===== config.mk =====
export PLATFORM = sky130hd
export DESIGN_NAME = alu_exec_unit
export DESIGN_NICKNAME = d
export VERILOG_FILES = /design/src/rtl/alu_exec_unit.sv
export SDC_FILE = /design/constraint.sdc
export NUM_CORES = 1
export LEC_CHECK = 0
export CAP_MARGIN = 10
export CELL_PAD_IN_SITES_DETAIL_PLACEMENT = 1
export CELL_PAD_IN_SITES_GLOBAL_PLACEMENT = 2
export CORE_UTILIZATION = 35
export DETAILED_ROUTE_END_ITERATION = 8
export GPL_ROUTABILITY_DRIVEN = 0
export GPL_TIMING_DRIVEN = 0
export HOLD_SLACK_MARGIN = 0.03
export PLACE_DENSITY_LB_ADDON = 0.08
export SYNTH_ARGS = -nofsm -noshare
export SYNTH_HDL_FRONTEND = slang
export SYNTH_SLANG_ARGS = --single-unit

===== constraint.sdc =====
create_clock -name clk_i -period 8.7 [get_ports clk_i]
set_clock_uncertainty 0.05 [all_clocks]
set_input_delay 1.305 -clock clk_i [delete_from_list [all_inputs] [get_ports clk_i]]
set_output_delay 1.305 -clock clk_i [all_outputs]
set_load 0.05 [all_outputs]

===== src/rtl/alu_exec_unit.sv =====
// -----------------------------------------------------------------------------
// alu_exec_unit
//
// Execution-stage ALU. It accepts a 3-bit ALU control code and two 32-bit
// operands through a valid/ready handshake, and returns a registered result
// through a second valid/ready handshake. Every code completes in one cycle
// except MUL. By default MUL is an iterative shift-add sequence that takes
// 32 cycles and stalls the input side while it runs.
//
// Control codes:
//   AND=000  XOR=001  SLL=010  ADD=011  SUB=100  MUL=101  ADDI=110  SRAI=111
//
// Build option:
//   ALU_EXEC_FAST_MUL_EN - when defined, MUL is computed combinationally and
//                          completes in one cycle like the other codes. The
//                          iterative sequencer and its registers are not built.
//                          Results are bit-identical in both builds.
//
// Ports:
//   clk_i        in   1   clock, rising edge
//   rst_i        in   1   synchronous active-high reset
//   in_valid_i   in   1   request valid
//   in_ready_o   out  1   request can be accepted this cycle (combinational)
//   ctrl_i       in   3   ALU control code
//   src1_i       in   32  operand 1
//   src2_i       in   32  operand 2 (register value or sign-extended immediate)
//   out_valid_o  out  1   result_o / zero_o hold a valid result
//   out_ready_i  in   1   downstream accepts the result
//   result_o     out  32  registered result
//   zero_o       out  1   registered (result == 0)
// -----------------------------------------------------------------------------
module alu_exec_unit (
  input  logic        clk_i,
  input  logic        rst_i,
  input  logic        in_valid_i,
  output logic        in_ready_o,
  input  logic [2:0]  ctrl_i,
  input  logic [31:0] src1_i,
  input  logic [31:0] src2_i,
  output logic        out_valid_o,
  input  logic        out_ready_i,
  output logic [31:0] result_o,
  output logic        zero_o
);

  localparam logic [2:0] OP_AND  = 3'b000;
  localparam logic [2:0] OP_XOR  = 3'b001;
  localparam logic [2:0] OP_SLL  = 3'b010;
  localparam logic [2:0] OP_ADD  = 3'b011;
  localparam logic [2:0] OP_SUB  = 3'b100;
  localparam logic [2:0] OP_MUL  = 3'b101;
  localparam logic [2:0] OP_ADDI = 3'b110;
  localparam logic [2:0] OP_SRAI = 3'b111;

  // Single-cycle datapath. Shift amounts use only b[4:0]; the upper operand
  // bits are ignored for shifts.
  function automatic logic [31:0] alu_single(
    input logic [2:0]  op,
    input logic [31:0] a,
    input logic [31:0] b
  );
    logic signed [31:0] a_s;
    logic        [4:0]  sh;
    logic        [31:0] r;
    a_s = a;
    sh  = b[4:0];
    r   = 32'h0;
    case (op)
      OP_AND:  r = a & b;
      OP_XOR:  r = a ^ b;
      OP_SLL:  r = a << sh;
      OP_ADD:  r = a + b;
      OP_ADDI: r = a + b;
      OP_SUB:  r = a - b;
      OP_SRAI: r = a_s >>> sh;
`ifdef ALU_EXEC_FAST_MUL_EN
      // Low 32 bits of the product are the same for signed and unsigned.
      OP_MUL:  r = a * b;
`else
      OP_MUL:  r = 32'h0;
`endif
      default: r = 32'h0;
    endcase
    return r;
  endfunction

  // Output slot registers
  logic        out_valid_q, out_valid_d;
  logic [31:0] result_q, result_d;
  logic        zero_q, zero_d;

  // Write port into the output slot, driven by the control section below.
  logic        wr_en;
  logic [31:0] wr_data;
  logic        accept;

  assign accept = in_valid_i && in_ready_o;

`ifdef ALU_EXEC_FAST_MUL_EN

  // Every code is single-cycle: no sequencer state at all.
  assign in_ready_o = !rst_i && (!out_valid_q || out_ready_i);

  always_comb begin
    wr_en   = accept;
    wr_data = alu_single(ctrl_i, src1_i, src2_i);
  end

`else

  typedef enum logic {
    S_IDLE = 1'b0,
    S_MUL  = 1'b1
  } state_e;

  state_e      state_q, state_d;
  logic [4:0]  cnt_q, cnt_d;
  logic [31:0] acc_q, acc_d;
  logic [31:0] mcand_q, mcand_d;
  logic [31:0] mplier_q, mplier_d;
  logic [31:0] acc_next;

  assign in_ready_o = !rst_i && (state_q == S_IDLE) && (!out_valid_q || out_ready_i);

  always_comb begin
    state_d  = state_q;
    cnt_d    = cnt_q;
    acc_d    = acc_q;
    mcand_d  = mcand_q;
    mplier_d = mplier_q;
    wr_en    = 1'b0;
    wr_data  = alu_single(ctrl_i, src1_i, src2_i);
    acc_next = acc_q + (mplier_q[0] ? mcand_q : 32'h0);

    case (state_q)
      S_IDLE: begin
        if (accept) begin
          if (ctrl_i == OP_MUL) begin
            mcand_d  = src1_i;
            mplier_d = src2_i;
            acc_d    = 32'h0;
            cnt_d    = 5'd0;
            state_d  = S_MUL;
          end else begin
            wr_en = 1'b1;
          end
        end
      end
      S_MUL: begin
        // One partial product per cycle; bits shifted past bit 31 of mcand
        // only affect the discarded upper half of the product.
        acc_d    = acc_next;
        mcand_d  = mcand_q << 1;
        mplier_d = mplier_q >> 1;
        cnt_d    = cnt_q + 5'd1;
        if (cnt_q == 5'd31) begin
          wr_en   = 1'b1;
          wr_data = acc_next;
          state_d = S_IDLE;
        end
      end
      default: state_d = S_IDLE;
    endcase
  end

  // Sequencer control state
  always_ff @(posedge clk_i) begin
    if (rst_i) begin
      state_q <= S_IDLE;
      cnt_q   <= 5'd0;
    end else begin
      state_q <= state_d;
      cnt_q   <= cnt_d;
    end
  end

  // Multiplier datapath: only meaningful while in S_MUL, so not reset.
  always_ff @(posedge clk_i) begin
    acc_q    <= acc_d;
    mcand_q  <= mcand_d;
    mplier_q <= mplier_d;
  end

`endif

  // Output slot: a new result wins over a drain on the same edge; otherwise
  // the slot empties when downstream takes it and holds while stalled.
  always_comb begin
    out_valid_d = out_valid_q;
    result_d    = result_q;
    zero_d      = zero_q;
    if (wr_en) begin
      out_valid_d = 1'b1;
      result_d    = wr_data;
      zero_d      = (wr_data == 32'h0);
    end else if (out_ready_i) begin
      out_valid_d = 1'b0;
    end
  end

  always_ff @(posedge clk_i) begin
    if (rst_i) begin
      out_valid_q <= 1'b0;
      result_q    <= 32'h0;
      zero_q      <= 1'b0;
    end else begin
      out_valid_q <= out_valid_d;
      result_q    <= result_d;
      zero_q      <= zero_d;
    end
  end

  assign out_valid_o = out_valid_q;
  assign result_o    = result_q;
  assign zero_o      = zero_q;

endmodule

## Yosys cells after proc, flatten, opt, wreduce, memory -nomap -nowiden

Cells that the tools add are included.

| word-level totals | value |
|---|---|
| word-level logic and storage cells | 64 |
| input bits | 71 |
| output and inout port bits | 35 |
| register bits | 136 |

| cells by class | value |
|---|---|
| bitwise gates (word level) | 3 |
| add/sub/neg operators | 4 |
| shift-type cells | 2 |
| equal/unequal tests | 10 |
| reductions and logical operators | 11 |
| mux-type cells | 26 |

Operators with widths:

| kind | count |
|---|---|
| $mux 32 | 9 |
| $pmux 32 s7 | 1 |
| $pmux 32 s2 | 3 |
| $add 32x32->32 | 2 |
| $and 32x32->32 | 1 |
| $logic_not 32->1 | 1 |
| $shl 32x5->32 | 1 |
| $sshr 32x5->32 | 1 |
| $sub 32x32->32 | 1 |
| $xor 32x32->32 | 1 |
| $eq 3x3->1 const B | 4 |
| $mux 5 | 2 |
| $pmux 5 s2 | 1 |
| $mux 1 | 8 |
| $eq 3x2->1 const B | 2 |
| $add 5x1->5 const B | 1 |
| $eq 5x5->1 const B | 1 |
| $pmux 1 s2 | 2 |
| $eq 3x1->1 const B | 1 |
| $logic_and 1x1->1 | 3 |
| $logic_not 3->1 | 1 |
| $logic_not 1->1 | 2 |
| $ne 2x1->1 const B | 1 |
| $ne 2x2->1 const B | 1 |
| other kinds (5) | 5 |

## Depth between registers and ports, before layout

Gate-level depths: netlist of run 1.

| logic depth | value |
|---|---|
| depth in word-level cells | 7 |
| gate-level depth with buffers | 27 |
| mapped depth without buffers | 21 |

## Least setup slack after synthesis of run 1

Ideal clock, no wire load.

| path | value |
|---|---|
| kind | input port to flip-flop |
| start | input port src2_i[0] |
| end | register zero_q (netlist: zero_o) |
| required time | 8.581 ns |
| buffers on the path | 5 |
| path slack | 1.932 ns |
| library setup time | 0.069 ns |
| arrival | 6.649 ns |
| cell stages on the path | 25 |
| cells stage by stage | buf_4 inv_1 buf_2 buf_2 buf_2 ha_1 nand2_1 or2_2 or4_1 or2_2 nor4_1 a21oi_1 xnor2_1 ha_1 clkbuf_1 a21oi_1 o21ai_0 or4_1 o22a_1 xnor2_1 o32ai_1 a2111oi_0 and4_1 nand4_1 o21ai_1 |

| on the way | value |
|---|---|
| cells in the longest elaborated chain, start to end | 5 |
| elaborated cells on any way between the ends | 10 |
| classes of those cells | add/sub (2); shift (2); mux (3); bitwise (2); reduce/logical (1) |

Ends and longest elaborated chain:

| element | line | RTL |
|---|---|---|
| start: declaration | 39 | `input logic [31:0] src2_i,` |
| $sub 32x32->32, or another cell as far along | 74 | `OP_SUB: r = a - b;` |
| $pmux 32 s7 (*) | 68 | `case (op)` |
| $mux 32 | 156 | `if (cnt_q == 5'd31) begin` |
| $mux 32 (*) | 135 | `case (state_q)` |
| $logic_not 32->1 (*) | 195 | `zero_d = (wr_data == 32'h0);` |
| end signal: assignment | 209 | `zero_q <= zero_d;` |
| end: declaration | 90 | `logic zero_q, zero_d;` |

Mark *: on every way between the ends. The rest lies on a longest branch, timed or not.
A chain may end at the register's enable or synchronous reset.

## Worst setup path in the final report of run 1

| path | value |
|---|---|
| start | input port src2_i[2] |
| end | register zero_q (netlist: zero_o) |

Same word-level chain as after synthesis.

==> metrics, run 1 <==
status completed; Post-synth EDFFs 96; Hold WC Path Type flip-flop to flip-flop; synth warn 0; post-CTS setup buffer count 0; global-route wire length before repair 120.1 mm; Final #Nets 2127; initial core utilization 0.3584; most used cell, CP buf_2; Routed WL per cell approximately 33 um; CTS hold repair buffers 0; fin crit period ~8500 ps; H-tree depth 4; core area about 45000 um2; I/O pin cnt 106; vias 16980; total congestion overflow 0; Critical Path AT 8840 ps; Clock Path Buffers 2; Main synth FF type edfxtp_1; power per cell area between 100 and 150 nW/um2; maximum vdd drop 0.1470 mV; CTS Buf Count 17; post-synthesis register bit count between 100 and 150; Clock Pin Slew Worst Setup and Hold Paths 60 ps; clock tree from TritonCTS built; final worst path period share 0.9755; Antenna Nets Post-Route 0; initial DRC count 1849; largest net degree at the start of global routing 70; post-DP HPWL around 65 mm; CP Capture Type flip-flop; DRC violations left 0; CP cell instances clkdlybuf4s50_1, buf_2, buf_2, buf_2, nor2_1, nand2_1, nor4_1, a31oi_1, xnor2_1, ha_1, clkbuf_1, nand3_1, a2111oi_0, o41a_1, o31ai_1, a21oi_2, xnor2_1, o21ai_0, a311oi_1, and4_1, nand4_1, o21ai_1; Worst Path Required 9060 ps; Max transition margin 0.06993; Die Area 46540 um2; Worst Tran Pin Value roughly 1400 ps; number of global-route vias before repair ~17000; CP bufs+invs 5; Yosys top cell by area edfxtp_1; Slowest cell on crit path nor4_1; unrepaired setup endpoints after global routing false; Synth top area share 0.1803; Leak Pwr 6.739 nW; Root Buffer clkbuf_16; Async S/R FF share, synth 0; All-Layer GR Usage 0.3578; clk sinks 136; Area Growth Syn to Fin 15.07%; row cnt 77; synth unique cells 79; MaxCap Viol Count 0; Synth area leaders edfxtp_1 18%, mux4_2 9.7%, ha_1 7.7%; port bufs 102; Final Max Tran Viols 0; final wirelength ~84 mm; via/cell ratio 6.629; total power draw 2.496 mW; storage element area 3684 um2; Fmax roughly 120 MHz; Die H between 200 and 250 um; Die Wd about 220 um; total iterations of the first detailed-routing run 5; crit path max fanout 11; antenna violations before repair 3; Hold Vio Cnt, Final 0; worst-skew pair later-pin latency 500 ps; CP top delay family simple AND/OR/NAND/NOR gates; Mapped Cells 1833; area of the multi-input gates 11540 um2; syn nets approximately 2000; element type at the critical path start input port; Crit Path Category input port to flip-flop; syn_area_per_cell 8.722 um2; highest cell delay on the worst timing path 890 ps; FILL cells 5249; Synth Cell Area 15990 um2; layout cells sized above 1 0.1295; Final Setup Violations 0; Seq/Total Area, Yosys 0.2304; post-layout util 0.4124
[area by class of cell]
cell class	count	share of cell area
buffer	157	0.03795
sequential	136	0.2002
clock buffer	20	0.02544
inverter	25	0.005237
multi-input combinational	1514	0.6272
timing repair buffer	105	0.05767
clock inverter	12	0.005849
antenna	1	0.0001360
tap	592	0.04026
[final timing paths]
path / to / slack (ps) / from / cells after the start
setup / recovery: zero_o / 210 / src2_i[2] / 22
hold / removal: result_o[10] / 410 / result_o[10] / 2
setup reg to reg: zero_o / 3520 / cnt_q[0] / 15
hold reg to reg: result_o[10] / 410 / result_o[10] / 2
[timing repair]
action / 4_1_cts / 5_1_grt
endpoints found under the setup margin: 1 / 3
resized for setup: 1 / 4
cloned: 0 / 0
hold endpoints to repair: 0 / 0
[cell usage in the layout, fill, tap and decap left out, types with 15 or more instances in the layout]
cell type / instances
a211oi_1: 37
a21o_1: 27
a21oi_1: 138
a31oi_1: 17
and2_1: 62
and3_1: 20
buf_2: 28
clkbuf_1: 101
clkbuf_16: 18
clkdlybuf4s50_1: 102
dfxtp_1: 40
edfxtp_1: 96
ha_1: 98
inv_1: 24
mux2_2: 80
mux2i_1: 85
mux4_2: 69
nand2_1: 158
nand3_1: 18
nand4_1: 22
nor2_1: 170
nor3_1: 39
o21ai_0: 110
o22ai_1: 15
or3_1: 18
xnor2_1: 41
xor2_1: 36
[cells by family (layout without fill, tap and decap cells)]
family | after synthesis | in the layout | synth area share
AND/OR/NAND/NOR | 592 | 592 | 0.1823
other | 0 | 1 | 0
multiplexers | 234 | 234 | 0.2068
AO/OA/AOI/OAI | 511 | 511 | 0.2098
adder cells (fa/ha/maj) | 100 | 100 | 0.07920
buffers and inverters | 183 | 319 | 0.04930
flip-flops | 136 | 136 | 0.2304
XOR/XNOR | 77 | 77 | 0.04218
[stage by stage]
stage | hold slack (ps) | instances | setup slack, ps | area, um2 | TNS [ps]
floorplan | 416.1 | 1833 | 1932 | 15990 | 0
global placement | 393.3 | 2527 | -470.2 | 17750 | -782.9
detailed placement | 399.1 | 2529 | -604.8 | 17790 | -1423
CTS | 411.9 | 2561 | 11.92 | 18370 | 0
global route | 425.1 | 2561 | 84.37 | 18400 | 0
finish | 408.2 | 2562 | 213.4 | 18400 | 0
[synthesized netlist by cell type, types with 7 or more instances]
master	count
mux4_2	69
a21oi_1	139
o32ai_1	7
o22ai_1	15
nand4_1	22
mux2i_1	85
nor2b_1	13
o211ai_1	13
buf_1	14
ha_1	98
buf_2	30
inv_1	25
o221ai_1	14
nand2b_1	13
o21a_1	13
and2_1	62
or3_1	18
nand3b_1	8
nand2_1	158
xor2_1	36
buf_4	9
nand3_1	18
nor3b_1	10
nor3_1	39
o2111ai_1	8
dfxtp_1	40
a31oi_1	17
a21o_1	27
nor2_1	170
a211oi_1	37
clkbuf_1	101
a221oi_1	8
xnor2_1	41
mux2_2	80
o21ai_0	110
or2_2	9
a221o_1	8
and3_1	20
nor4_1	8
a311oi_1	10
edfxtp_1	96
o31ai_1	12
[layer usage]
metal | track usage | up-vias | wire, um | part of all wire
met2 | 0.5636 | 1044 | 37080 | 0.44
met4 | 0.1678 | 2 | 4618 | 0.055
met1 | 0.4560 | 8412 | 33510 | 0.40
met3 | 0.09204 | 298 | 8330 | 0.10
met5 | 0 | - | 17 | 0.00020
li1 | - | 7227 | - | -
[registers in the layout, summed over array words and instances, names as in the netlist]
register,count
mcand_q,32
acc_q,32
result_o,32
cnt_q,5
mplier_q,32
out_valid_o,1
state_q,1
zero_o,1
[power breakdown]
| part | internal (mW) | total, mW | switching (mW) |
|---|---|---|---|
| registers | 0.714 | 0.724 | 0.0107 |
| logic | 0.347 | 1.02 | 0.669 |
| clock network | 0.397 | 0.755 | 0.358 |
| total | 1.46 | 2.50 | 1.04 |
[worst reg2reg max path: cells and delay by family (launching register included)]
kind	cells	cell delay [ps]
AOI/OAI and AO/OA	4	1370
adders and majority gates	2	610
buffers and inverters	2	1130
DFF	1	340
and+or+nand+nor	7	1610
Power figures use the tool's default switching activity.
==> run 2, diff against run 1 <==
CTS_CLUSTER_DIAMETER = 50   (was not set)
==> results of run 2 <==
The final DEF is identical to that of run 1; final timing and power are the same.
